$ cat src/rtl/nivel2_timer.sv
// Microwave countdown timer: BCD MM:SS keypad entry, countdown while the magnetron is on.
// Define TIMER_PRESCALER_EN to derive the one-second tick from clk (CLK_DIV cycles) instead of tick_in.
module nivel2_timer #(
    parameter int CLK_DIV = 100
) (
    input  logic       clk,
    input  logic       reset,
    input  logic       mag_on,
    input  logic       clearn,
    input  logic       key_valid,
    input  logic [3:0] key_digit,
    input  logic       tick_in,
    output logic       timer_done,
    output logic [3:0] min_tens,
    output logic [3:0] min_ones,
    output logic [3:0] sec_tens,
    output logic [3:0] sec_ones,
    output logic       running
);

    typedef enum logic [1:0] {
        IDLE  = 2'd0,
        RUN   = 2'd1,
        PAUSE = 2'd2,
        DONE  = 2'd3
    } state_t;

    state_t     r_state;
    state_t     w_state_next;
    logic [3:0] r_min_tens, r_min_ones, r_sec_tens, r_sec_ones;
    logic [3:0] w_min_tens_next, w_min_ones_next, w_sec_tens_next, w_sec_ones_next;
    logic [3:0] w_dec_min_tens, w_dec_min_ones, w_dec_sec_tens, w_dec_sec_ones;
    logic       r_done;
    logic       w_zero;
    logic       w_dec_zero;
    logic       w_key_ok;
    logic       w_tick;

    assign w_zero     = (r_min_tens == 4'd0) && (r_min_ones == 4'd0) &&
                        (r_sec_tens == 4'd0) && (r_sec_ones == 4'd0);
    assign w_dec_zero = (w_dec_min_tens == 4'd0) && (w_dec_min_ones == 4'd0) &&
                        (w_dec_sec_tens == 4'd0) && (w_dec_sec_ones == 4'd0);
    assign w_key_ok   = key_valid && (key_digit <= 4'd9);

`ifdef TIMER_PRESCALER_EN
    localparam int PW = (CLK_DIV > 1) ? $clog2(CLK_DIV) : 1;
    logic [PW-1:0] r_prescale;
    logic          w_unused_tick;

    assign w_unused_tick = tick_in;
    assign w_tick        = (r_state == RUN) && (r_prescale == PW'(CLK_DIV - 1));

    // Counts only while staying in RUN, so every RUN entry starts a full CLK_DIV period.
    always_ff @(posedge clk or posedge reset) begin
        if (reset) begin
            r_prescale <= '0;
        end else if (!clearn || r_state != RUN || w_state_next != RUN || w_tick) begin
            r_prescale <= '0;
        end else begin
            r_prescale <= r_prescale + 1'b1;
        end
    end
`else
    logic [31:0] w_unused_div;

    assign w_unused_div = CLK_DIV;
    assign w_tick       = (r_state == RUN) && tick_in;
`endif

    // One-second BCD decrement; seconds tens wrap to 5, other digits to 9.
    always_comb begin
        w_dec_min_tens = r_min_tens;
        w_dec_min_ones = r_min_ones;
        w_dec_sec_tens = r_sec_tens;
        w_dec_sec_ones = r_sec_ones - 4'd1;
        if (r_sec_ones == 4'd0) begin
            w_dec_sec_ones = 4'd9;
            if (r_sec_tens == 4'd0) begin
                w_dec_sec_tens = 4'd5;
                if (r_min_ones == 4'd0) begin
                    w_dec_min_ones = 4'd9;
                    w_dec_min_tens = r_min_tens - 4'd1;
                end else begin
                    w_dec_min_ones = r_min_ones - 4'd1;
                end
            end else begin
                w_dec_sec_tens = r_sec_tens - 4'd1;
            end
        end
    end

    always_comb begin
        w_state_next    = r_state;
        w_min_tens_next = r_min_tens;
        w_min_ones_next = r_min_ones;
        w_sec_tens_next = r_sec_tens;
        w_sec_ones_next = r_sec_ones;
        if (r_state != RUN && w_key_ok) begin
            w_min_tens_next = r_min_ones;
            w_min_ones_next = r_sec_tens;
            w_sec_tens_next = r_sec_ones;
            w_sec_ones_next = key_digit;
            w_state_next    = IDLE;
        end else begin
            case (r_state)
                IDLE: begin
                    if (mag_on) begin
                        w_state_next = w_zero ? DONE : RUN;
                    end
                end
                RUN: begin
                    if (w_tick && !w_zero) begin
                        w_min_tens_next = w_dec_min_tens;
                        w_min_ones_next = w_dec_min_ones;
                        w_sec_tens_next = w_dec_sec_tens;
                        w_sec_ones_next = w_dec_sec_ones;
                        if (w_dec_zero) begin
                            w_state_next = DONE;
                        end else if (!mag_on) begin
                            w_state_next = PAUSE;
                        end
                    end else if (!mag_on) begin
                        w_state_next = PAUSE;
                    end
                end
                PAUSE: begin
                    if (mag_on) begin
                        w_state_next = RUN;
                    end
                end
                default: begin
                    w_state_next = DONE;
                end
            endcase
        end
    end

    always_ff @(posedge clk or posedge reset) begin
        if (reset) begin
            r_state    <= IDLE;
            r_min_tens <= 4'd0;
            r_min_ones <= 4'd0;
            r_sec_tens <= 4'd0;
            r_sec_ones <= 4'd0;
            r_done     <= 1'b0;
        end else if (!clearn) begin
            r_state    <= IDLE;
            r_min_tens <= 4'd0;
            r_min_ones <= 4'd0;
            r_sec_tens <= 4'd0;
            r_sec_ones <= 4'd0;
            r_done     <= 1'b0;
        end else begin
            r_state    <= w_state_next;
            r_min_tens <= w_min_tens_next;
            r_min_ones <= w_min_ones_next;
            r_sec_tens <= w_sec_tens_next;
            r_sec_ones <= w_sec_ones_next;
            r_done     <= (w_state_next == DONE);
        end
    end

    assign timer_done = r_done;
    assign min_tens   = r_min_tens;
    assign min_ones   = r_min_ones;
    assign sec_tens   = r_sec_tens;
    assign sec_ones   = r_sec_ones;
    assign running    = (r_state == RUN);

endmodule

$ cat config.mk
export PLATFORM = sky130hd
export DESIGN_NAME = nivel2_timer
export DESIGN_NICKNAME = d
export VERILOG_FILES = /design/src/rtl/nivel2_timer.sv
export SDC_FILE = /design/constraint.sdc
export NUM_CORES = 1
export LEC_CHECK = 0
export BUFFER_PORTS_ARGS = -buffer_cell sky130_fd_sc_hd__buf_4
export CELL_PAD_IN_SITES_DETAIL_PLACEMENT = 0
export CELL_PAD_IN_SITES_GLOBAL_PLACEMENT = 2
export CORE_ASPECT_RATIO = 1.1
export CORE_MARGIN = 1
export CORE_UTILIZATION = 33
export CTS_BUF_LIST = sky130_fd_sc_hd__clkbuf_16
export DETAILED_ROUTE_END_ITERATION = 7
export PLACE_DENSITY = 0.78
export REMOVE_ABC_BUFFERS = 1
export SYNTH_ARGS = -nofsm -noshare
export SYNTH_HDL_FRONTEND = slang
export SYNTH_SLANG_ARGS = --single-unit
$ cat constraint.sdc
create_clock -name clk -period 4.4 [get_ports clk]
set_input_delay 0.66 -clock clk [delete_from_list [all_inputs] [get_ports clk]]
set_output_delay 0.66 -clock clk [all_outputs]
set_load 0.02 [all_outputs]
==> flow_summary.yaml, run 1 <==
run_status:
  status: "finished, final reports clean"
drt:
  final_antenna_net_count: 0
  drt_iter0_markers: 73
  wl_um: 3510
  vias: 1280
  via_per_inst: 5.71
  drc: 0
  wire_per_inst_um: 15.7
  firstDrtPassIters: 4
final_layout:
  syn_to_final_growth_pct: 24.3
  final_cell_area_sq_um: 1580
  insertedDiodeCount: 0
  nets: 187
  layout.cells.non_filler: 224
  n_fill_cell: 378
  drive_gt1_share_pct: 21.8
  final_util_pct: 43.3
yosys:
  syn_inst: 152
  yosys.area.top_type: "dfrtp_1"
  syn_area_per_cell_sq_um: 8.38
  netlist_area_sq_um: 1270
  synth_edf_count: 0
  synthArstFlopShare_pct: 100
  synth_top_cell_area_share_pct: 37.3
  synth_commonest_cells: "dfrtp_1 (19), o21ai_0 (17), nor2_1 (16)"
  ys.flop_type: "dfrtp_1"
  yosysWarnings: 0
  synth.area.top_cells: "dfrtp_1 (37%), o21ai_0 (6.7%), a31oi_1 (4.9%)"
  synth_cell_type_count: 36
  ys_seq_area_share_pct: 37.3
  yosysMostFrequentCell: "dfrtp_1"
  ys_seq_elements: 19
clocking:
  ctsResizeCount: 0
  worstSkewPairLatency_ps: 250
  cts_max_path_buffers: 2
  cts_setup_buffers: 0
  cts_buffers: 3
  cts_hold_buffers: 0
  path_clk_slew_ps: 50
  clock-sinks: 19
  htreeDepth: 1
  cts_tree: "built"
  root_buffer: "clkbuf_16"
pwr:
  clkPwrFrac_pct: 33.9
  p_per_area_nw_per_um2: 347
  p_leak_nw: 0.681
  seqPwrFrac_pct: 39.0
  swShare_pct: 32.9
  irDropWorstVdd_mv: 0.164
  p_comb_share_pct: 27.1
  internal_power_mw: 0.369
  p_switching_mw: 0.181
timing:
  fin_crit_ps: 2500
  finClkSkew_ps: 2.60
  slew_headroom_pct: 25.9
  rsz0062_at_grt: "false"
  slew_viol_final: 0
  tns_ps: 0
  max_freq_mhz: 399
  worst_pin_slew_ps: 1110
  setup-violations-final: 0
  period_share_pct: 56.9
  hold_viol: 0
floorplanning:
  die_y_um: 67.2
  start_util_pct: 34.9
  die_area_sq_um: 4110
  core_sq_um: 3650
  rows: 23
  pin_count: 28
  die_x_um: 61.2
global_routing:
  antenna_found_initial: 0
  grt_max_degree: 33
  grtUsageTotal_pct: 18.5
  grt-ovfl-total: 0
  grt_pass1_vias: 1119
  grt_pass1_wl_um: 5530
job:
  max_cap_violations: 0
worst_setup_path:
  worstSetupEndpointType: "flop"
  crit_fanout: 11
  critPathLaunchType: "flop"
  crit_arrival_ps: 2650
  path_class: "flop to flop"
  worst_ep_required_time_ps: 4550
placed_design:
  post_dp_cell_area_sq_um: 1500
  hpwlAfterDp_um: 2530
  place_inst: 220
  gp_congestion: 0.813
  portBuffers: 27
worst_hold_path:
  hp-class: "primary input to asynchronous set/reset pin"
==> per-layer routing <==
metal	up-vias	part of all wire, %	track usage [%]
met3	2	3.4	2.30
met2	34	49	30.3
li1	630	-	-
met5	-	0	0
met1	614	47	25.5
met4	0	0.48	4.55
==> layout by cell type, fill, tap and decap left out <==
| cell type | instances |
|---|---|
| a211o_1 | 1 |
| a211oi_1 | 2 |
| a21oi_1 | 4 |
| a311oi_1 | 4 |
| a311oi_2 | 1 |
| a31oi_1 | 10 |
| a41o_1 | 1 |
| buf_4 | 27 |
| clkbuf_16 | 3 |
| dfrtp_1 | 19 |
| ha_1 | 2 |
| inv_1 | 11 |
| mux2i_1 | 1 |
| nand2_1 | 10 |
| nand2b_1 | 3 |
| nand3_1 | 5 |
| nand4_1 | 3 |
| nand4b_1 | 1 |
| nor2_1 | 16 |
| nor3_1 | 2 |
| nor4_1 | 3 |
| nor4_2 | 1 |
| nor4b_1 | 1 |
| nor4b_2 | 1 |
| o2111ai_1 | 1 |
| o211a_1 | 1 |
| o211ai_1 | 1 |
| o21ai_0 | 17 |
| o21bai_1 | 1 |
| o311ai_0 | 1 |
| o31ai_1 | 4 |
| or3_1 | 5 |
| or4_1 | 5 |
| or4_4 | 3 |
| or4b_1 | 1 |
| or4b_2 | 2 |
==> power by group through the flow <==
| stage | logic, mW | registers, mW | clock network [mW] |
|---|---|---|---|
| 4_1_cts | 0.151 | 0.214 | 0.191 |
| 5_1_grt | 0.168 | 0.217 | 0.197 |
| 3_5_place_dp | 0.150 | 0.217 | 0 |
| 3_3_place_gp | 0.151 | 0.217 | 0 |
| 6_report | 0.149 | 0.214 | 0.186 |
| 2_1_floorplan | 0.0834 | 0.225 | 0 |
==> path summary, 6_finish.rpt <==
check	startpoint	endpoint	slack, ps	depth (start not counted)
hold / removal	reset	r_state[0]$_DFF_PP0_	550	2
hold reg to reg	min_tens[2]$_DFFE_PP0P_	min_tens[2]$_DFFE_PP0P_	600	2
max in group asynchronous	reset	sec_ones[0]$_DFFE_PP0P_	3380	2
setup / recovery	sec_ones[0]$_DFFE_PP0P_	min_ones[3]$_DFFE_PP0P_	1900	4
setup reg to reg	sec_ones[0]$_DFFE_PP0P_	min_ones[3]$_DFFE_PP0P_	1900	4
min in group clk	min_tens[2]$_DFFE_PP0P_	min_tens[2]$_DFFE_PP0P_	600	2
==> area by class of cell <==
class / count / area (sq um) / area share, %
inverters: 10 / 37.5 / 2.37
flip-flops and latches: 19 / 475 / 30.0
multi-input cells: 114 / 726 / 45.8
well taps: 50 / 62.6 / 3.95
repair buffers: 27 / 203 / 12.8
clock buffers: 3 / 75.1 / 4.74
clock inverters: 1 / 3.75 / 0.237
==> stage by stage <==
step                      total power [mW]  worst slack [ps]  hold WS, ps
after floorplan                      0.309              2030          583
after global placement               0.368              1900          581
after detailed placement             0.367              1900          590
after CTS                            0.556              1880          587
after global routing                 0.581              1670          618
final                                0.550              1900          548
==> flip-flops by register name, indices dropped and copies added (netlist names) <==
register	count
sec_tens	4
min_ones	4
timer_done	1
sec_ones	4
min_tens	4
r_state	2
==> worst max-delay path, cell delays in order, from the launching register on <==
cell and delay [ps]:
dfrtp_1 480, nor4b_2 690, o211ai_1 460, or4_1 500, a311oi_1 270
==> cell families after synthesis <==
family | after synthesis | share of synthesized area (%)
simple gates | 62 | 28.8
fa+ha+maj | 2 | 1.96
flops | 19 | 37.3
buf+inv | 19 | 5.70
compound gates | 49 | 25.4
mux | 1 | 0.786
Power figures use the tool's default switching activity.
==> inputs of run 2 (changes only) <==
--- a/config.mk
+++ b/config.mk
@@ -5,15 +5,16 @@
 export SDC_FILE = /design/constraint.sdc
 export NUM_CORES = 1
 export LEC_CHECK = 0
+export ABC_AREA = 1
 export BUFFER_PORTS_ARGS = -buffer_cell sky130_fd_sc_hd__buf_4
 export CELL_PAD_IN_SITES_DETAIL_PLACEMENT = 0
 export CELL_PAD_IN_SITES_GLOBAL_PLACEMENT = 2
 export CORE_ASPECT_RATIO = 1.1
 export CORE_MARGIN = 1
-export CORE_UTILIZATION = 33
+export CORE_UTILIZATION = 29
 export CTS_BUF_LIST = sky130_fd_sc_hd__clkbuf_16
 export DETAILED_ROUTE_END_ITERATION = 7
-export PLACE_DENSITY = 0.78
+export PLACE_DENSITY = 0.74
 export REMOVE_ABC_BUFFERS = 1
 export SYNTH_ARGS = -nofsm -noshare
 export SYNTH_HDL_FRONTEND = slang
==> constraint.sdc (replaced) <==
create_clock -name clk -period 2.5 [get_ports clk]
set_input_delay 0.375 -clock clk [delete_from_list [all_inputs] [get_ports clk]]
set_output_delay 0.375 -clock clk [all_outputs]
set_load 0.02 [all_outputs]
==> flow_summary.yaml, run 2 <==
run_status:
  status: "finished, final reports clean"
yosys:
  netlist_area_sq_um: 1340
  synth_commonest_cells: "nand2_1 (44), inv_1 (29), nor2_1 (22)"
  ys.flop_type: "dfrtp_1"
  synth_top_cell_area_share_pct: 35.5
  yosysWarnings: 0
  synth_cell_type_count: 29
  yosys.area.top_type: "dfrtp_1"
  synth.area.top_cells: "dfrtp_1 (36%), nand2_1 (12%), inv_1 (8.1%)"
  synth_edf_count: 0
  ys_seq_area_share_pct: 35.5
  syn_area_per_cell_sq_um: 6.76
  syn_inst: 198
  ys_seq_elements: 19
  synthArstFlopShare_pct: 100
  yosysMostFrequentCell: "nand2_1"
clocking:
  cts_max_path_buffers: 2
  cts_setup_buffers: 0
  htreeDepth: 1
  worstSkewPairLatency_ps: 250
  cts_tree: "built"
  clock-sinks: 19
  cts_hold_buffers: 0
  root_buffer: "clkbuf_16"
  ctsResizeCount: 0
  cts_buffers: 3
  path_clk_slew_ps: 60
final_layout:
  syn_to_final_growth_pct: 26.5
  multiInputGateArea_sq_um: 721
  mostFrequentLayoutCell: "nand2_1"
  n_fill_cell: 488
  drive_gt1_share_pct: 20.5
  final_cell_area_sq_um: 1690
  nets: 242
  insertedDiodeCount: 0
  final_cell_mix: "nand2_1 (44), buf_4 (31), inv_1 (30)"
  regArea_sq_um: 475
floorplanning:
  pin_count: 28
  rows: 25
  die_area_sq_um: 4890
  die_y_um: 73.3
  start_util_pct: 30.6
  die_x_um: 66.8
  core_sq_um: 4380
global_routing:
  grt.busiest_layer: "met2"
  grt_use_met2_pct: 28.7
  antenna_found_initial: 0
  grt_use_met3_pct: 2.02
  grt-ovfl-total: 0
  grtUsageTotal_pct: 18.7
  grt_max_degree: 20
  grt_pass1_vias: 1356
  grt_pass1_wl_um: 6730
  groute.layer.met1.usage_pct: 25.2
drt:
  wire_per_inst_um: 14.6
  final_antenna_net_count: 0
  firstDrtPassIters: 4
  via_per_inst: 5.10
  drc: 0
  vias: 1443
  wl_um: 4140
  drt_iter0_markers: 53
placed_design:
  gp_congestion: 0.821
  portBuffers: 27
  hpwlAfterDp_um: 3250
  post_dp_cell_area_sq_um: 1620
timing:
  tns_ps: 0
  slew_viol_final: 0
  worst_pin_slew_ps: 799
  slew_headroom_pct: 46.7
  fin_crit_ps: 1970
  rsz0062_at_grt: "false"
  period_share_pct: 78.8
  setup-violations-final: 0
  finClkSkew_ps: 1.77
  hold_viol: 0
  max_freq_mhz: 507
worst_setup_path:
  worst_ep_required_time_ps: 2630
  critPathLaunchType: "flop"
  crit_fanout: 16
  rrSetupSlack_ps: 530
  cpPeakStageDelay_ps: 400
  cp_cell_sequence: "inv_1 > nand2_1 > nand3_2 > inv_2 > nor2_2 > nand2_2 > nand2_2 > inv_1 > o211ai_1 > o21ai_0"
  crit_arrival_ps: 2100
  worst_path_max_delay_cell: "dfrtp_1"
  path_class: "flop to flop"
  worstSetupEndpointType: "flop"
pwr:
  p_per_area_nw_per_um2: 825
  irDropWorstVdd_mv: 0.339
  power.total_mw: 1.40
  p_leak_nw: 0.876
job:
  max_cap_violations: 0
worst_hold_path:
  hp-class: "primary input to asynchronous set/reset pin"
run 2: cell types whose count changed after synthesis, moves of 6 or more:
| cell | previous run | this run |
|---|---|---|
| nand2_1 | 10 | 44 |
| inv_1 | 10 | 29 |
| o22ai_1 | 0 | 6 |
| nand3_1 | 5 | 21 |
| nor2_1 | 16 | 22 |
| a31oi_1 | 10 | 1 |
| clkbuf_1 | 8 | 2 |
run 2: worst max-delay path, delay by kind of cell, from the launching register on:
kind                   cells  cell delay (ps)
flip-flops                 1              400
buffers and inverters      3              340
AO/OA/AOI/OAI              2              200
AND/OR/NAND/NOR            5              890
run 2: power by group:
group	switching (mW)	leakage [nW]	total, mW	internal [mW]
Sequential	0.0625	0.253	0.418	0.355
Clock	0.120	0.0423	0.333	0.213
Combinational	0.420	0.581	0.646	0.226
Total	0.603	0.876	1.40	0.794
run 2: final cells by class:
type	count	area share [%]
Multi-Input combinational cell	144	42.5
Sequential cell	19	28.1
Timing Repair Buffer	31	13.7
Inverter	31	7.02
Clock buffer	3	4.43
Tap cell	54	3.99
Clock inverter	1	0.222
run 2: per-stage QoR:
| stage | cells | hold slack, ps | setup slack (ps) | utilization (%) |
|---|---|---|---|---|
| 4_1_cts | 283 | 311 | 531 | 38.7 |
| 3_5_place_dp | 279 | 584 | 459 | 36.9 |
| 6_report | 283 | 276 | 529 | 38.7 |
| 3_3_place_gp | 279 | 579 | 565 | 36.9 |
| 2_1_floorplan | 194 | 326 | 677 | - |
| 5_1_grt | 283 | 345 | 295 | 38.7 |
run 2: worst paths after layout:
kind                                         startpoint                       to  depth (start not counted)
worst min register to register  min_ones[2]$_DFFE_PP0P_  min_tens[2]$_DFFE_PP0P_                          2
max in group asynchronous                         reset  sec_tens[0]$_DFFE_PP0P_                          2
worst max register to register     r_state[1]$_DFF_PP0_  min_tens[2]$_DFFE_PP0P_                         10
worst max-delay path               r_state[1]$_DFF_PP0_  min_tens[2]$_DFFE_PP0P_                         10
min in group clk                           key_digit[2]  sec_ones[2]$_DFFE_PP0P_                          3
worst min-delay path                              reset  sec_ones[2]$_DFFE_PP0P_                          2
run 2: routing by layer:
layer	wire (um)	vias to the layer above
met3	129	11
met4	134	0
met2	1930	35
met1	1940	684
li1	-	713
met5	0	-
run 2: logic make-up (layout without fill, tap and decap cells):
| family | count (synthesis) | after routing | share of synthesized area [%] |
|---|---|---|---|
| simple gates | 101 | 101 | 34.7 |
| compound gates | 40 | 40 | 16.6 |
| buf+inv | 35 | 66 | 10.7 |
| flops | 19 | 19 | 35.5 |
| fa+ha+maj | 2 | 2 | 1.87 |
| xor+xnor | 1 | 1 | 0.654 |
==> inputs of run 3 (changes only) <==
--- a/config.mk
+++ b/config.mk
@@ -11,10 +11,10 @@
 export CELL_PAD_IN_SITES_GLOBAL_PLACEMENT = 2
 export CORE_ASPECT_RATIO = 1.1
 export CORE_MARGIN = 1
-export CORE_UTILIZATION = 29
+export CORE_UTILIZATION = 26
 export CTS_BUF_LIST = sky130_fd_sc_hd__clkbuf_16
 export DETAILED_ROUTE_END_ITERATION = 7
-export PLACE_DENSITY = 0.74
+export PLACE_DENSITY = 0.7
 export REMOVE_ABC_BUFFERS = 1
 export SYNTH_ARGS = -nofsm -noshare
 export SYNTH_HDL_FRONTEND = slang
==> constraint.sdc (replaced) <==
create_clock -name clk -period 1.74 [get_ports clk]
set_input_delay 0.261 -clock clk [delete_from_list [all_inputs] [get_ports clk]]
set_output_delay 0.261 -clock clk [all_outputs]
set_load 0.02 [all_outputs]
==> flow_summary.yaml, run 3 (synthesis results as in run 2) <==
timing:
  slew_headroom_pct: 79.3
  finClkSkew_ps: 3.32
  rsz0062_at_grt: "true"
  max_freq_mhz: 567
  setup-violations-final: 2
  fin_crit_ps: 1760
  worst_pin_slew_ps: 307
  period_share_pct: 101
  hold_viol: 0
  slew_viol_final: 0
  fin_ws_ps: -23.0
  fin_hold_ws_ps: 48.5
clocking:
  root_buffer: "clkbuf_16"
  htreeDepth: 1
  path_clk_slew_ps: 60
  cts_tree: "built"
  clock-sinks: 19
  cts_buffers: 3
  cts_max_path_buffers: 2
  worstSkewPairLatency_ps: 250
  cts_hold_buffers: 0
global_routing:
  grtUsageTotal_pct: 18.0
  grt_use_met2_pct: 32.3
  grt_use_met3_pct: 2.63
  grt_max_degree: 20
  groute.layer.met1.usage_pct: 21.8
  grt_pass1_wl_um: 7620
  grt-ovfl-total: 0
  antenna_found_initial: 0
  grt_pass1_vias: 1539
  grt.busiest_layer: "met2"
worst_setup_path:
  cp_cell_sequence: "nor2_4 > nand2_4 > inv_4 > buf_6 > nand2_2 > nand2_1 > nand2_2 > nand3_2 > nor2_2 > nand3_2 > nand2_2 > nand2_2 > a21oi_2"
  cp_top_family: "simple AND/OR/NAND/NOR gates"
  worst_path_max_delay_cell: "dfrtp_1"
  worstSetupEndpointType: "flop"
  cp_num_buf_inv: 2
  cpPeakStageDelay_ps: 430
  crit_arrival_ps: 1940
  path_class: "flop to flop"
  critPathLaunchType: "flop"
  crit_fanout: 8
  worst_ep_required_time_ps: 1920
  cp_common_cell: "nand2_2"
final_layout:
  syn_to_final_growth_pct: 54.5
  insertedDiodeCount: 0
  nets: 274
  mostFrequentLayoutCell: "buf_4"
  drive_gt1_share_pct: 42.5
  final_cell_mix: "buf_4 (60), nand2_1 (34), inv_1 (27)"
  n_fill_cell: 530
run_status:
  violations: "setup timing"
  status: "finished with violations"
worst_hold_path:
  hp-class: "primary input to asynchronous set/reset pin"
floorplanning:
  pin_count: 28
  rows: 27
  die_y_um: 77.3
  die_x_um: 70.4
  start_util_pct: 27.0
  die_area_sq_um: 5440
  core_sq_um: 4970
drt:
  wl_um: 4880
  final_antenna_net_count: 0
  vias: 1567
  via_per_inst: 4.91
  drc: 0
  wire_per_inst_um: 15.3
  drt_iter0_markers: 75
  firstDrtPassIters: 4
placed_design:
  gp_congestion: 0.815
  hpwlAfterDp_um: 3560
  portBuffers: 27
pwr:
  p_per_area_nw_per_um2: 1140
  p_leak_nw: 1.06
  irDropWorstVdd_mv: 0.477
  power.total_mw: 2.37
job:
  max_cap_violations: 0
[run 3: cell count changes in the layout (fill, tap and decap cells not counted), moves of 4 or more]
cell / change
buf_4: +29
nor2_1: -9
nand3_1: -7
nand2_2: +9
nand2_1: -10
nand3_2: +7
nor2_2: +5
nor2_4: +4
[run 3: what timing repair did]
item | in CTS | in global routing
pin swaps | 5 | 20
endpoints found under the setup margin | 4 | 17
buffers inserted | 4 | 3
gates resized for setup | 7 | 36
[run 3: power breakdown]
group	leakage, nW	switching, mW	internal, mW
combinational	0.766	0.769	0.549
sequential	0.253	0.0624	0.511
clock	0.0423	0.170	0.306
total	1.06	1.00	1.37
[run 3: per-stage QoR]
stage	TNS (ps)	cells	setup slack, ps	area, sq um	util [%]
2_1_floorplan	-274	194	-82.8	1320	-
3_3_place_gp	-207	308	-75.5	1810	36.4
3_5_place_dp	-311	308	-108	1810	36.4
4_1_cts	-5.75	316	-5.75	1940	39.1
5_1_grt	-543	319	-154	2070	41.6
6_report	-35.6	319	-23.0	2070	41.6
[run 3: per-layer routing]
metal  part of all wire (%)  routed length (um)
met1                     43                2120
met2                     52                2560
met3                    2.8                 135
met4                    1.3                  63
met5                      0                   0
[run 3: path summary, 6_finish.rpt]
path / depth (start not counted) / start / slack, ps / to
worst max-delay path: 13 / sec_ones[1]$_DFFE_PP0P_ / -20 / r_state[1]$_DFF_PP0_
worst min-delay path: 3 / reset / 50 / sec_ones[2]$_DFFE_PP0P_
worst max register to register: 13 / sec_ones[1]$_DFFE_PP0P_ / -20 / r_state[1]$_DFF_PP0_
worst min register to register: 2 / min_tens[2]$_DFFE_PP0P_ / 590 / min_tens[2]$_DFFE_PP0P_
max in group asynchronous: 3 / reset / 1470 / min_ones[1]$_DFFE_PP0P_
min in group clk: 3 / key_digit[2] / 330 / sec_ones[2]$_DFFE_PP0P_
[run 3: layout make-up]
cell class | instances | area, sq um | share of cell area, %
multi-input cells | 144 | 838 | 40.5
flip-flops and latches | 19 | 475 | 23.0
clock buffers | 3 | 75.1 | 3.63
repair buffers | 63 | 484 | 23.4
clock inverters | 1 | 3.75 | 0.181
well taps | 58 | 72.6 | 3.51
inverters | 31 | 119 | 5.75
[run 3: worst reg2reg max path, stage by stage, from the launching register on]
cell and delay [ps]:
dfrtp_1 430, nor2_4 60, nand2_4 140, inv_4 70, buf_6 130, nand2_2 120, nand2_1 80, nand2_2 80
nand3_2 70, nor2_2 130, nand3_2 110, nand2_2 80, nand2_2 70, a21oi_2 120
